File: src/rtl/mac_pkg.sv
// Shared definitions for the MAC accumulate stage: product width, FSM states
// and default accumulator/counter widths.
package mac_pkg;

    localparam int unsigned PROD_W    = 16;
    localparam int unsigned ACC_W_DEF = 24;
    localparam int unsigned CNT_W_DEF = 8;

    typedef enum logic [1:0] {
        IDLE  = 2'd0,
        ACCUM = 2'd1,
        DONE  = 2'd2
    } acc_state_t;

endpackage

File: src/rtl/mac_acc_add.sv
// Combinational extend + add + overflow detect for the accumulator.
// Saturating arithmetic replaces wrap-around when MAC_ACC_SATURATE_EN is defined.
module mac_acc_add
    import mac_pkg::*;
#(
    parameter int unsigned ACC_W       = ACC_W_DEF,
    parameter int          PROD_SIGNED = 0
) (
    input  logic [ACC_W-1:0]  acc_i,
    input  logic [PROD_W-1:0] product_i,
    output logic [ACC_W-1:0]  sum_o,
    output logic              ovf_o
);

    localparam logic [ACC_W-1:0] U_MAX = {ACC_W{1'b1}};
    localparam logic [ACC_W-1:0] S_MAX = {1'b0, {(ACC_W-1){1'b1}}};
    localparam logic [ACC_W-1:0] S_MIN = {1'b1, {(ACC_W-1){1'b0}}};

    logic [ACC_W-1:0] ext;
    logic [ACC_W:0]   wide;
    logic [ACC_W-1:0] raw;
    logic             ovf;

    // NOTE: every output of a combinational block gets a default first so no
    // path leaves it unassigned, which would otherwise infer a latch.
    always_comb begin
        ext   = '0;
        wide  = '0;
        raw   = '0;
        ovf   = 1'b0;
        sum_o = '0;
        ovf_o = 1'b0;

        if (PROD_SIGNED != 0) begin
            ext = {{(ACC_W-PROD_W){product_i[PROD_W-1]}}, product_i};
        end else begin
            ext = {{(ACC_W-PROD_W){1'b0}}, product_i};
        end

        wide = {1'b0, acc_i} + {1'b0, ext};
        raw  = wide[ACC_W-1:0];

        // Signed overflow: operands agree in sign but the result does not.
        if (PROD_SIGNED != 0) begin
            ovf = (acc_i[ACC_W-1] == ext[ACC_W-1]) && (raw[ACC_W-1] != acc_i[ACC_W-1]);
        end else begin
            ovf = wide[ACC_W];
        end

        sum_o = raw;
`ifdef MAC_ACC_SATURATE_EN
        if (ovf) begin
            if (PROD_SIGNED != 0) begin
                sum_o = acc_i[ACC_W-1] ? S_MIN : S_MAX;
            end else begin
                sum_o = U_MAX;
            end
        end
`else
        // Wrap-around: the raw modulo sum is kept; clamp constants unused.
        if (1'b0) begin
            sum_o = U_MAX & S_MAX & S_MIN;
        end
`endif
        ovf_o = ovf;
    end

endmodule

File: src/rtl/mac_accumulator.sv
// Accumulate stage after the 8x8 multiplier: product register, ACC_W-bit
// accumulator, term counter, sticky overflow, valid/ready result (MAC_ACC_SATURATE_EN).
module mac_accumulator
    import mac_pkg::*;
#(
    parameter int unsigned ACC_W       = ACC_W_DEF,
    parameter int unsigned CNT_W       = CNT_W_DEF,
    parameter int          PROD_SIGNED = 0
) (
    input  logic              clk,
    input  logic              rst,
    input  logic              clear,
    input  logic              in_valid,
    output logic              in_ready,
    input  logic [PROD_W-1:0] in_product,
    input  logic              in_last,
    output logic              out_valid,
    input  logic              out_ready,
    output logic [ACC_W-1:0]  out_acc,
    output logic [CNT_W-1:0]  out_count,
    output logic              out_ovf,
    output logic              busy
);

    localparam logic [CNT_W-1:0] CNT_MAX = {CNT_W{1'b1}};

    acc_state_t        state_q, state_d;
    logic [ACC_W-1:0]  acc_q, acc_d;
    logic [CNT_W-1:0]  count_q, count_d;
    logic              ovf_q, ovf_d;
    logic              s1_full_q, s1_full_d;
    logic [PROD_W-1:0] s1_prod_q, s1_prod_d;
    logic              s1_last_q, s1_last_d;

    logic              capture;
    logic              add_fire;
    logic              out_fire;
    logic [ACC_W-1:0]  add_sum;
    logic              add_ovf;

    mac_acc_add #(
        .ACC_W       (ACC_W),
        .PROD_SIGNED (PROD_SIGNED)
    ) u_add (
        .acc_i     (acc_q),
        .product_i (s1_prod_q),
        .sum_o     (add_sum),
        .ovf_o     (add_ovf)
    );

    // Stage 1 may refill while stage 2 drains it, so only a held term in DONE stalls.
    assign in_ready  = !s1_full_q || (state_q != DONE);
    assign capture   = in_valid && in_ready;
    assign add_fire  = s1_full_q && (state_q != DONE);
    assign out_fire  = (state_q == DONE) && out_ready;

    assign out_valid = (state_q == DONE);
    assign out_acc   = acc_q;
    assign out_count = count_q;
    assign out_ovf   = ovf_q;
    assign busy      = (state_q != IDLE) || s1_full_q;

    always_comb begin
        s1_full_d = s1_full_q;
        s1_prod_d = s1_prod_q;
        s1_last_d = s1_last_q;

        if (clear) begin
            s1_full_d = 1'b0;
        end else if (capture) begin
            s1_full_d = 1'b1;
            s1_prod_d = in_product;
            s1_last_d = in_last;
        end else if (add_fire) begin
            s1_full_d = 1'b0;
        end
    end

    always_comb begin
        state_d = state_q;
        acc_d   = acc_q;
        count_d = count_q;
        ovf_d   = ovf_q;

        if (out_fire) begin
            state_d = IDLE;
            acc_d   = '0;
            count_d = '0;
            ovf_d   = 1'b0;
        end

        if (add_fire) begin
            acc_d   = add_sum;
            count_d = (count_q == CNT_MAX) ? count_q : count_q + 1'b1;
            ovf_d   = ovf_q | add_ovf;
            state_d = s1_last_q ? DONE : ACCUM;
        end

        if (clear) begin
            state_d = IDLE;
            acc_d   = '0;
            count_d = '0;
            ovf_d   = 1'b0;
        end
    end

    // NOTE: state registers use non-blocking assignments so every flop samples
    // the pre-edge values of the others, independent of statement order.
    always_ff @(posedge clk or posedge rst) begin
        if (rst) begin
            state_q   <= IDLE;
            acc_q     <= '0;
            count_q   <= '0;
            ovf_q     <= 1'b0;
            s1_full_q <= 1'b0;
            s1_prod_q <= '0;
            s1_last_q <= 1'b0;
        end else begin
            state_q   <= state_d;
            acc_q     <= acc_d;
            count_q   <= count_d;
            ovf_q     <= ovf_d;
            s1_full_q <= s1_full_d;
            s1_prod_q <= s1_prod_d;
            s1_last_q <= s1_last_d;
        end
    end

endmodule

File: config.mk
export PLATFORM = sky130hd
export DESIGN_NAME = mac_accumulator
export DESIGN_NICKNAME = d
export VERILOG_FILES = /design/src/rtl/mac_pkg.sv /design/src/rtl/mac_acc_add.sv /design/src/rtl/mac_accumulator.sv
export SDC_FILE = /design/constraint.sdc
export NUM_CORES = 1
export LEC_CHECK = 0
export ABC_AREA = 1
export BUFFER_PORTS_ARGS = -buffer_cell sky130_fd_sc_hd__buf_2
export CORE_UTILIZATION = 25
export DETAILED_ROUTE_END_ITERATION = 16
export HOLD_SLACK_MARGIN = 0.02
export REMOVE_ABC_BUFFERS = 1
export SLEW_MARGIN = 20
export SYNTH_ARGS = -nofsm -noshare
export SYNTH_HDL_FRONTEND = slang
export SYNTH_SLANG_ARGS = --single-unit
File: constraint.sdc
create_clock -name clk -period 2.4 [get_ports clk]
set_input_delay 0.48 -clock clk [delete_from_list [all_inputs] [get_ports clk]]
set_output_delay 0.48 -clock clk [all_outputs]
set_load 0.005 [all_outputs]
### Word level (Yosys, flattened, before mapping)

Index checks and enable logic that the tools add are counted.
W data, S select, Z words.

* bits in registers: 53
* input bits: 22

* add/subtract/negate cells: 2
* equal/unequal tests: 4
* multiplexer cells: 17
* bitwise gates (word level): 2
* reductions and logical operators: 11

Operators by type and width (number)
* $mux W24: 3
* $mux W8: 4
* $add A24 B16 Y25: 1
* $add A8 B1 Y8 const B: 1
* $eq A8 B8 Y1 const B: 1
* $mux W2: 4
* $mux W1: 6
* $reduce_bool A3 Y1: 2
* $reduce_and A2 Y1: 2
* $logic_and A1 B1 Y1: 3
* $ne A3 B3 Y1 const B: 1
* $eq A2 B2 Y1 const B: 1
* $logic_or A1 B1 Y1: 2
* $ne A2 B2 Y1 const B: 1
* $reduce_bool A2 Y1: 1
* $logic_not A1 Y1: 1
* $not A1 Y1: 1
* $or A1 B1 Y1: 1

### Logic depth before layout (Yosys ltp)

* word-level depth: 5
* mapped depth: 14
* gate-level depth less buffers: 14

### Cells and area by module

A second synthesis with hierarchy kept.

* cell total of the unflattened synthesis: 561
* area total of the unflattened synthesis: 3683.5 µm²

By module, submodules not included
* mac_accumulator: times used 1, cells each 265, area each 2274.7 µm²
* mac_acc_add: times used 1, cells each 296, area each 1408.9 µm²

### Least setup slack after synthesis

OpenSTA, ideal clock, no wires.

* path kind: reg2reg
* start: reg acc_q[0] (netlist: out_acc[0])
* end: reg acc_q[16] (netlist: out_acc[16])
* library setup time: 0.117 ns
* arrival: 1.629 ns
* setup slack: 0.653 ns
* cell stages (with the launch flop): 12
* period minus slack after synthesis: 1.747 ns
* cells stage by stage: dfrtp_1 > ha_1 > inv_1 > fa_1 > nor2_1 > nor2_2 > o21bai_2 > nand3_1 > nand2_1 > nand2_1 > nand3_1 > nand2_1

* cells in the longest elaborated chain, start to end: 3

RTL lines
* start, declared: line mac_accumulator.sv:28 `logic [ACC_W-1:0] acc_q, acc_d;`
* start signal, assigned: line mac_accumulator.sv:112 `acc_q <= '0;`
* start signal, assigned: line mac_accumulator.sv:120 `acc_q <= acc_d;`
* $add A24 B16 Y25: line mac_acc_add.sv:40 `wide = {1'b0, acc_i} + {1'b0, ext};`
* $mux W24: line mac_accumulator.sv:92 `if (add_fire) begin`
* $mux W24: line mac_accumulator.sv:99 `if (clear) begin`

Every way passes these cells.
A chain may end at the register's enable or synchronous reset.

### Worst setup path after layout

Same ends and word-level chain as after synthesis.

==> flow_metrics.py <==
metrics = {
    "drt": {
        "avgRoutedWirePerCell_um": 12.4,
        "first_iter_violations": 137,
        "antenna_left": 0,
        "vias": 3185,
        "drc": 0,
        "firstDrtPassIters": 4,
        "drt-total-wl_um": 8970,
        "drt-vias-per-instance": 4.39,
    },
    "yosys": {
        "seq_area_frac_synth_pct": 37.2,
        "synth_warnings": 0,
        "syn_inst": 481,
        "syn_avg_cell_area_um2": 7.42,
        "synth-edff-count": 0,
        "synth_cell_types": 39,
        "synthesis.area_mm2": 0.00357,
        "synth-async-reset-ratio_pct": 100,
        "synth_top_flop_cell": "dfrtp_1",
        "synth_seq_cells": 53,
    },
    "global_route": {
        "grt.total_usage_pct": 13.3,
        "grt_pass1_wl_um": 15500,
        "grt_pass1_vias": 3098,
        "grt_max_degree": 31,
        "grt_overflow": 0,
        "antenna_found_initial": 0,
    },
    "sta": {
        "fmax_mhz": 517,
        "slew_violations": 0,
        "period_share_pct": 80.6,
        "rsz0062_at_grt": "false",
        "max_slew.worst_pin.slew_ns": 0.544,
        "finalHoldViolations": 0,
        "setup_tns_ns": 0,
        "slew_headroom_pct": 63.7,
        "clock_skew_ns": 0.0107,
        "setup_violations": 0,
        "fin_crit_ns": 1.93,
    },
    "worst_setup_path": {
        "slowest_delay_ns": 0.40,
        "cp-start-kind": "flip-flop",
        "crit_required_ns": 2.58,
        "critical_path_peak_fanout": 4,
        "cpMostUsedCell": "nand2_1",
        "crit_path_end_kind": "flip-flop",
        "slowest_stage": "fa_1",
        "r2r_cells": 11,
        "critical_path_class": "reg2reg",
        "arrival_ns": 2.12,
        "crit_chain": "ha_1 > inv_1 > fa_1 > nor2_1 > nor2_2 > o21bai_2 > nand3_1 > nand2_1 > nand2_1 > nand3_1 > nand2_1",
    },
    "layout": {
        "final_common_cell": "nand2_1",
        "regArea_mm2": 0.00133,
        "multiInputGateArea_mm2": 0.00193,
        "finalInstanceArea_mm2": 0.00424,
        "area_growth_pct": 18.9,
        "drive_above_1_share_pct": 22.2,
        "final_nets": 584,
        "layout_common_cells": "nand2_1, inv_1, buf_2, dfrtp_1, nor2_1",
        "nFillCells": 1546,
        "num_antenna_cells": 0,
    },
    "clock_tree": {
        "cts_made_buffers": 5,
        "ctsRootBufferMaster": "clkbuf_16",
        "clkSinkCount": 53,
        "post_cts_buffers": 0,
        "clk-insertion-delay-late_ns": 0.30,
        "clk_pin_slew_ns": 0.07,
        "cts_resized": 0,
        "hold_buffers": 0,
        "htree_levels": 2,
        "cts_tree": "yes",
        "clockBufferDepth": 2,
    },
    "hold_path": {
        "holdCritPathClass": "in2async",
    },
    "place": {
        "routabilityCongestion": 0.836,
        "dp_hpwl_um": 7210,
        "place_area_mm2": 0.00407,
        "portBuffers": 57,
    },
    "power_and_ir_drop": {
        "ir_drop_mv": 0.294,
        "cellPowerDensity_mw_per_mm2": 600,
        "p_leak_nw": 2.29,
    },
    "floorplanning": {
        "initial_core_util_pct": 25.7,
        "coreArea_mm2": 0.0139,
        "dieArea_mm2": 0.0148,
        "io_pins": 58,
        "die_width_um": 121,
        "die_h_um": 121,
        "rows": 43,
    },
    "status": {
        "run_status": "finished, final reports clean",
    },
    "run": {
        "cap_viol_max_count": 0,
    },
}
final timing paths:
| check | start | to | slack, ns |
|---|---|---|---|
| setup reg to reg | out_acc[0] | out_acc[16] | 0.47 |
| setup / recovery | out_acc[0] | out_acc[16] | 0.47 |
| min in group clk | in_product[0] | s1_prod_q[0] | 0.41 |
| max in group asynchronous | rst | out_acc[13] | 1.62 |
| hold / removal | rst | s1_last_q | 0.23 |
| hold reg to reg | out_ovf | out_ovf | 0.51 |
sequential cells by signal (all words and copies together) (netlist names):
| name | flops |
|---|---|
| state_q | 2 |
| out_ovf | 1 |
| out_count | 8 |
| s1_last_q | 1 |
| s1_full_q | 1 |
| out_acc | 24 |
| s1_prod_q | 16 |
Yosys cell counts (2+ instances only):
master,count,area share [%]
o31ai_1,2,0.42
nor3_1,6,0.84
o21ai_0,11,1.5
o22ai_1,3,0.53
nand4_1,5,0.88
or2_2,2,0.35
nand3_1,24,3.4
xor2_1,3,0.74
nor2_1,38,4.0
nand2_4,2,0.63
nor2_2,6,1.1
ha_1,17,6.0
inv_1,60,6.3
inv_2,10,1.1
o21ai_1,12,1.7
a21oi_1,19,2.7
nand2_2,9,1.6
mux2_4,7,2.9
buf_6,3,0.95
dfrtp_1,53,37
nand2_1,160,17
nand3b_1,4,0.84
mux2_2,9,2.8
logic make-up (layout without fill, tap and decap cells):
logic type	Yosys count	in the layout	share of synthesized area [%]
AO/OA/AOI/OAI	52	52	8.21
XOR/XNOR	4	4	0.982
adder cells (fa/ha/maj)	18	18	6.52
buffers and inverters	75	139	8.70
flip-flops	53	53	37.2
multiplexers	16	16	5.79
AND/OR/NAND/NOR	263	263	32.6
metrics by stage:
stage                     instances  hold slack (ns)  setup slack, ns  util [%]  power [mW]
after floorplan                 477            0.459            0.634         -        1.53
after detailed placement        717            0.493            0.508      29.3        1.74
after global routing            725            0.280            0.263      30.6        2.72
after CTS                       725            0.247            0.455      30.6        2.58
final                           725            0.229            0.466      30.6        2.54
after global placement          717            0.491            0.542      29.3        1.73
cell type report:
cell class	instances	share of cell area [%]
clock buffers	5	2.95
multi-input cells	353	45.5
inverters	71	6.40
well taps	180	5.31
clock inverters	3	1.03
repair buffers	60	7.55
flip-flops and latches	53	31.3
critical path: cells and delay by family, from the launching register on:
kind	cells	cell delay, ns
flip-flops	1	0.38
AO/OA/AOI/OAI	1	0.20
adder cells (fa/ha/maj)	2	0.57
buffers and inverters	1	0.05
AND/OR/NAND/NOR	7	0.63
metal layers:
metal	global-route usage [%]	vias to the layer above	routed length (um)
met5	0	-	0
met4	2.31	0	44
met3	2.68	4	467
met2	21.6	67	4090
met1	18.3	1457	4360
li1	-	1657	-
where the power goes:
part / internal, mW / switching (mW) / leakage [nW]
Sequential: 0.971 / 0.0599 / 0.693
Clock: 0.494 / 0.332 / 0.0842
Combinational: 0.258 / 0.430 / 1.51
Total: 1.72 / 0.822 / 2.29
Note: power is estimated with default switching activity, not from simulation.
